==> src/rtl/channel_layout_engine_if.sv <==
// Bus between the scan-timing source and the channel layout engine.
interface channel_layout_engine_if #(
  parameter int MAX_CHAN_COUNT = 10,
  parameter int VER_RES        = 480
);
  localparam int RW = $clog2(VER_RES + 1);
  localparam int CW = (MAX_CHAN_COUNT > 1) ? $clog2(MAX_CHAN_COUNT) : 1;

  logic [MAX_CHAN_COUNT-1:0] channel_enable;
  logic                      frame_start;
  logic                      row_valid;
  logic [RW-1:0]             pixel_row;
  logic                      layout_ready;
  logic                      is_channel;
  logic [CW-1:0]             channel_number;
  logic [RW-1:0]             channel_height;
  logic [RW-1:0]             channel_offset;
  logic [CW:0]               channel_count;

  modport slave (
    input  channel_enable, frame_start, row_valid, pixel_row,
    output layout_ready, is_channel, channel_number, channel_height,
           channel_offset, channel_count
  );

  modport master (
    output channel_enable, frame_start, row_valid, pixel_row,
    input  layout_ready, is_channel, channel_number, channel_height,
           channel_offset, channel_count
  );
endinterface

==> src/rtl/channel_layout_engine.sv <==
// Per-frame channel layout: snapshot enables, serial divide for channel
// height, build visible-index -> channel table, then track channel
// boundaries row by row with adds and compares only.
module channel_layout_engine #(
  parameter int MAX_CHAN_COUNT = 10,
  parameter int VER_RES        = 480,
  parameter int OFFSET         = 0
) (
  input logic                    clk,
  input logic                    reset_n,
  channel_layout_engine_if.slave bus
);
  localparam int RW = $clog2(VER_RES + 1);
  localparam int CW = (MAX_CHAN_COUNT > 1) ? $clog2(MAX_CHAN_COUNT) : 1;
  localparam logic [RW-1:0] DIVIDEND = RW'(VER_RES - OFFSET);
  localparam logic [RW-1:0] ROW0     = RW'(OFFSET);

  typedef enum logic [2:0] {IDLE, SNAP, DIV, MAP, READY} state_t;

  state_t                    state;
  logic [MAX_CHAN_COUNT-1:0] en_q;
  logic [CW-1:0]             tbl [MAX_CHAN_COUNT];
  logic [RW:0]               rem;
  logic [RW-1:0]             quo, step;
  logic [CW-1:0]             k, n, vis;
  logic [RW-1:0]             start, next, last_row;
  logic                      have_row;

  logic [CW:0]               pop;
  logic [RW:0]               trial;
  logic                      ge;
  logic [RW-1:0]             quo_nxt;
  logic                      mono, adv, ic;
  logic [CW-1:0]             vis_e;
  logic [RW-1:0]             start_e, next_e;

  // Enable popcount and one restoring-division step (dividend shifts out of quo's MSB).
  always_comb begin
    pop = '0;
    for (int i = 0; i < MAX_CHAN_COUNT; i++) pop = pop + (CW+1)'(en_q[i]);
    trial   = {rem[RW-1:0], quo[RW-1]};
    ge      = trial >= (RW+1)'(bus.channel_count);
    quo_nxt = {quo[RW-2:0], ge};
  end

  // Row tracker next state: advance to the next channel when the row hits its first line;
  // the last channel never advances, so rows past it fall outside [start,next) as remainder.
  always_comb begin
    mono    = !have_row || (bus.pixel_row >= last_row);
    adv     = mono && (bus.pixel_row == next) &&
              (((CW+1)'(vis) + (CW+1)'(1)) < bus.channel_count);
    vis_e   = adv ? vis + CW'(1) : vis;
    start_e = adv ? next : start;
    next_e  = adv ? next + bus.channel_height : next;
    ic      = (bus.channel_count != '0) && (bus.pixel_row >= start_e) &&
              (bus.pixel_row < next_e);
  end

  // Layout FSM plus row tracker; frame_start aborts whatever is in flight.
  always_ff @(posedge clk or negedge reset_n) begin
    if (!reset_n) begin
      state              <= IDLE;
      en_q               <= '0;
      rem                <= '0;
      quo                <= '0;
      step               <= '0;
      k                  <= '0;
      n                  <= '0;
      vis                <= '0;
      start              <= '0;
      next               <= '0;
      last_row           <= '0;
      have_row           <= 1'b0;
      bus.layout_ready   <= 1'b0;
      bus.is_channel     <= 1'b0;
      bus.channel_number <= '0;
      bus.channel_height <= '0;
      bus.channel_offset <= '0;
      bus.channel_count  <= '0;
      for (int i = 0; i < MAX_CHAN_COUNT; i++) tbl[i] <= '0;
    end else if (bus.frame_start) begin
      state            <= SNAP;
      en_q             <= bus.channel_enable;
      bus.layout_ready <= 1'b0;
      vis              <= '0;
      have_row         <= 1'b0;
    end else begin
      case (state)
        SNAP: begin
          bus.channel_count <= pop;
          rem  <= '0;
          quo  <= DIVIDEND;
          step <= '0;
          k    <= '0;
          n    <= '0;
          if (pop == '0) begin
            bus.channel_height <= '0;
            bus.layout_ready   <= 1'b1;
            start              <= ROW0;
            next               <= ROW0;
            state              <= READY;
          end else begin
            state <= DIV;
          end
        end
        DIV: begin
          rem  <= ge ? trial - (RW+1)'(bus.channel_count) : trial;
          quo  <= quo_nxt;
          step <= step + RW'(1);
          if (step == RW'(RW - 1)) begin
            bus.channel_height <= quo_nxt;
            state              <= MAP;
          end
        end
        MAP: begin
          if (en_q[k]) begin
            tbl[n] <= k;
            n      <= n + CW'(1);
          end
          k <= k + CW'(1);
          if (k == CW'(MAX_CHAN_COUNT - 1)) begin
            bus.layout_ready <= 1'b1;
            start            <= ROW0;
            next             <= ROW0 + bus.channel_height;
            state            <= READY;
          end
        end
        READY: begin
          if (bus.row_valid) begin
            if (mono) begin
              vis      <= vis_e;
              start    <= start_e;
              next     <= next_e;
              last_row <= bus.pixel_row;
              have_row <= 1'b1;
            end
            bus.is_channel <= ic;
            if (ic) begin
              bus.channel_number <= tbl[vis_e];
              bus.channel_offset <= start_e;
            end
          end
        end
        default: ;
      endcase
    end
  end
endmodule
==> src/flat_wrapper.sv <==
// flat-port wrapper written by rule: the top's interface ports become plain ports
module channel_layout_engine_flat 
#(
  parameter int MAX_CHAN_COUNT = 10,
  parameter int VER_RES        = 480,
  parameter int OFFSET         = 0
)
  (clk, reset_n, bus_channel_enable, bus_frame_start, bus_row_valid, bus_pixel_row, bus_layout_ready, bus_is_channel, bus_channel_number, bus_channel_height, bus_channel_offset, bus_channel_count);
  channel_layout_engine_if #(.MAX_CHAN_COUNT(MAX_CHAN_COUNT), .VER_RES(VER_RES)) bus_i ();
  input logic clk;
  input logic reset_n;
  input wire logic [$bits(bus_i.channel_enable)-1:0] bus_channel_enable;
  input wire logic [$bits(bus_i.frame_start)-1:0] bus_frame_start;
  input wire logic [$bits(bus_i.row_valid)-1:0] bus_row_valid;
  input wire logic [$bits(bus_i.pixel_row)-1:0] bus_pixel_row;
  output wire logic [$bits(bus_i.layout_ready)-1:0] bus_layout_ready;
  output wire logic [$bits(bus_i.is_channel)-1:0] bus_is_channel;
  output wire logic [$bits(bus_i.channel_number)-1:0] bus_channel_number;
  output wire logic [$bits(bus_i.channel_height)-1:0] bus_channel_height;
  output wire logic [$bits(bus_i.channel_offset)-1:0] bus_channel_offset;
  output wire logic [$bits(bus_i.channel_count)-1:0] bus_channel_count;
  assign bus_i.channel_enable = bus_channel_enable;
  assign bus_i.frame_start = bus_frame_start;
  assign bus_i.row_valid = bus_row_valid;
  assign bus_i.pixel_row = bus_pixel_row;
  assign bus_layout_ready = bus_i.layout_ready;
  assign bus_is_channel = bus_i.is_channel;
  assign bus_channel_number = bus_i.channel_number;
  assign bus_channel_height = bus_i.channel_height;
  assign bus_channel_offset = bus_i.channel_offset;
  assign bus_channel_count = bus_i.channel_count;
  channel_layout_engine #(.MAX_CHAN_COUNT(MAX_CHAN_COUNT), .VER_RES(VER_RES), .OFFSET(OFFSET)) u_core (.clk(clk), .reset_n(reset_n), .bus(bus_i));
endmodule
==> config.mk <==
export PLATFORM = sky130hd
export DESIGN_NAME = channel_layout_engine_flat
export DESIGN_NICKNAME = d
export VERILOG_FILES = /design/src/rtl/channel_layout_engine_if.sv /design/src/rtl/channel_layout_engine.sv /design/src/flat_wrapper.sv
export SDC_FILE = /design/constraint.sdc
export NUM_CORES = 1
export LEC_CHECK = 0
export CAP_MARGIN = 20
export CORE_MARGIN = 2
export CORE_UTILIZATION = 60
export CTS_BUF_LIST = sky130_fd_sc_hd__clkbuf_4
export DETAILED_ROUTE_END_ITERATION = 10
export DONT_BUFFER_PORTS = 1
export GPL_TIMING_DRIVEN = 0
export HOLD_SLACK_MARGIN = 0.02
export PLACE_DENSITY_LB_ADDON = 0.15
export SYNTH_ARGS = -nofsm -noshare
export SYNTH_HDL_FRONTEND = slang
export SYNTH_SLANG_ARGS = --single-unit
==> constraint.sdc <==
create_clock -name clk -period 5.6 [get_ports clk]
set_input_delay 1.12 -clock clk [delete_from_list [all_inputs] [get_ports clk]]
set_output_delay 1.12 -clock clk [all_outputs]
set_load 0.1 [all_outputs]
==> reports/summary.txt <==
status: finished, final reports clean
clock slew at reported path FFs: 120 ps
peak supply drop: 0.414 mV
number of max-slew violations in the final report: 0
Final Critical Period: 5300 ps
Max Freq: 189 MHz
Area Overhead vs Synth: 5.81%
Yosys top cell area share: 44.7%
Pleak: 4.09 nW
WP data arrival: 5770 ps
largest net degree at the start of global routing: 149
Syn Nets: 874
Final nets: 893
RSZ-0062 raised after global routing: no
DR iter-0 viols: 528
Die Footprint: 14,800 um2
GRT overflow: 0
final hold violations: 0
Antenna Nets Post-Route: 0
chip width: 122 um
Die Y: 122 um
first-pass GRT wire length: 30.5 mm
WL/cell: 18.6 um
I/O pin count: 52
First-pass DRT Iterations: 5
Clock Sinks: 148
Mapped Cells: 788
HPWL Detailed: 13.7 mm
Site Rows: 42
routed vias/inst: 6.06
# DRC: 0
TritonCTS clock tree: done
Finish-stage setup viols: 0
final clock period utilization by the worst path: 94.6%
total track usage: 26.6%
Num CTS Buffers: 17
Post-synth EDFFs: 0
element type at the critical path end: flip-flop
CP Max Fanout: 10
Synth Warn #: 0
ranking of synthesized cells by area: dfrtp_1, ha_1, mux2_2
ANT cells: 0
r2r setup slk: 330 ps
Rel. slew slack: 28.1%
post-layout util: 65.7%
post-synthesis average cell area: 10.5 um2
skew final: 15.5 ps
post-synth top area cell: dfrtp_1
via count: 6,025
worst reg2reg startpoint: u_core.bus.channel_count[1]$_DFFE_PN0P_
final wirelength: 18.5 mm
GP Congestion: 0.862
FF-to-FF End: u_core.bus.channel_number[2]$_DFFE_PN0P_
cell area after synthesis: 8290 um2
CTS Root Cell: clkbuf_4
Port Buffers: 0
prevailing post-synth register cell: dfrtp_1
Cell Pwr Density: 412 nW/um2
Max Root-Sink Buffers: 2
initial antenna violation count: 0
share of cells above drive strength 1: 13.4%
initial core utilization: 62.1%
worst min path class: input port to asynchronous set/reset pin
Post-synth ARST share: 100%
FF-to-FF path depth: 17
CTS H-tree lvls: 4
CP required: 6070 ps
register area share after synthesis: 44.7%
CP startpoint kind: input port
post-synth cell types: 65
vias in the first global route: 6,193
Clk Latency, worst-skew pair: 560 ps
MaxCap Viol Count: 0
worst-margin pin slew: 1080 ps
WS Path Type: input port to flip-flop
hold slack: 235 ps
core area: 13,300 um2
synthesis-stage register bit count: 148
==> worst max-delay path: stages <==
cell and delay, ps:
inv_1 60, ha_1 290, nand2b_1 150, a41oi_1 220
o22ai_1 240, o21ai_2 520, clkbuf_1 610, nor2_1 130
a21oi_1 220, ha_1 270, nand4_1 110, nor2_1 80
a2111oi_0 410, o211ai_1 170, a311oi_2 460, o21ai_0 400
o2111ai_1 290
==> area by class of cell <==
cell class              instances  area (um2)
clock inverters                12         114
well taps                     176         220
fillers                      1067        4580
multi-input cells             569        4280
plain buffers                  34         164
clock buffers                  19         143
inverters                      37         139
flip-flops and latches        148        3710
==> registers in the layout, indices dropped and copies added (netlist names) <==
register and flops:
u_core.bus.channel_count 4, u_core.vis 4, u_core.bus.is_channel 1, u_core.have_row 1, u_core.bus.channel_height 9, u_core.bus.channel_number 4
u_core.bus.channel_offset 9, u_core.tbl 40, u_core.rem 9, u_core.next 9, u_core.bus.layout_ready 1, u_core.last_row 9
u_core.en_q 10, u_core.step 9, u_core.quo 9, u_core.n 4, u_core.state 3, u_core.k 4
u_core.start 9
==> repair_timing <==
item / in CTS / in global routing
setup buffers: 0 / 0
setup endpoints to repair: 5 / 14
resized for setup: 1 / 3
cloned: 0 / 0
hold buffers: 0 / 0
==> cell usage in the layout, fill, tap and decap left out, drive strengths merged, types with 5 or more instances in the layout <==
cell type,count
a21o,10
a21oi,40
a22o,7
a31oi,5
buf,10
clkbuf,43
clkinv,9
dfrtp,148
fa,8
ha,55
inv,37
mux2,51
mux2i,19
mux4,10
nand2,103
nand2b,11
nand3,20
nand4,8
nor2,42
nor2b,8
nor3,7
o21ai,60
o221ai,8
xnor2,22
xor2,16
==> how the worst max path moves through the flow <==
stage / slack, ps / endpoint / from
after floorplan: 900 / u_core.bus.channel_offset[2]$_DFFE_PN0P_ / bus_pixel_row[0]
after global placement: -150 / u_core.bus.channel_number[2]$_DFFE_PN0P_ / bus_pixel_row[0]
after detailed placement: -190 / u_core.bus.channel_number[2]$_DFFE_PN0P_ / bus_pixel_row[0]
after CTS: 140 / u_core.bus.channel_number[2]$_DFFE_PN0P_ / u_core.bus.channel_count[2]$_DFFE_PN0P_
after global routing: 30 / u_core.bus.channel_number[2]$_DFFE_PN0P_ / u_core.bus.channel_count[1]$_DFFE_PN0P_
final: 300 / u_core.bus.channel_number[2]$_DFFE_PN0P_ / bus_pixel_row[0]
==> logic make-up (layout without fill, tap and decap cells) <==
family,count (synthesis),after routing,synth area share (%)
adders and majority gates,63,63,10.2
buffers and inverters,71,102,3.65
xor gates and xnor gates,38,38,4.11
muxes,80,80,12.0
other,1,1,0.0453
DFF,148,148,44.7
AOI/OAI and AO/OA,162,162,12.4
and+or+nand+nor,225,225,12.8
==> through the flow <==
stage / area (um2) / TNS, ps / setup slack, ps / total power [mW] / std cells
5_1_grt: 8770 / 0 / 34.1 / 3.85 / 995
4_1_cts: 8760 / 0 / 137 / 3.63 / 995
3_3_place_gp: 8510 / -1510 / -151 / 2.92 / 964
6_report: 8770 / 0 / 302 / 3.62 / 995
2_1_floorplan: 8290 / 0 / 898 / 2.70 / 788
3_5_place_dp: 8510 / -2230 / -189 / 2.99 / 964
==> routing by layer <==
| layer | vias up | track usage, % | routed length, um |
|---|---|---|---|
| li1 | 2826 | - | - |
| met5 | - | 0 | 0 |
| met4 | 0 | 8.98 | 423 |
| met2 | 133 | 43.4 | 8970 |
| met3 | 33 | 6.20 | 858 |
| met1 | 3033 | 35.4 | 8220 |
==> synth_stat cells, types with 2 or more instances <==
library cell  count
inv_1            36
a22o_1            7
nand3_1          19
a31oi_1           4
nand2b_1         11
a211o_1           3
and2_1            4
and3_1            3
nand4_1           8
buf_6             3
xor2_1           16
o21bai_1          2
nor4_1            3
nor3_1            7
o22a_1            3
buf_2             5
nand2_1         103
o221ai_1          8
clkbuf_1         24
ha_1             55
mux2i_1          19
buf_4             2
o22ai_1           3
o21ai_1          11
nand3b_1          3
o2111ai_1         4
and4_1            2
nor3b_1           2
xnor2_1          21
mux2_2           51
o21a_1            2
dfrtp_1         148
nor2_1           41
or2_2             2
a211oi_1          2
o21ai_0          48
nor2b_1           8
fa_1              8
a21o_1           10
a21oi_1          39
mux4_2            8
o31ai_1           3
o211ai_1          4
mux4_1            2
==> power by group <==
part           internal (mW)  total, mW  switching [mW]  leakage [nW]
registers               1.23       1.88           0.650          1.98
logic                  0.459       1.09           0.634          1.97
clock network          0.265      0.642           0.376         0.140
Power figures use the tool's default switching activity.
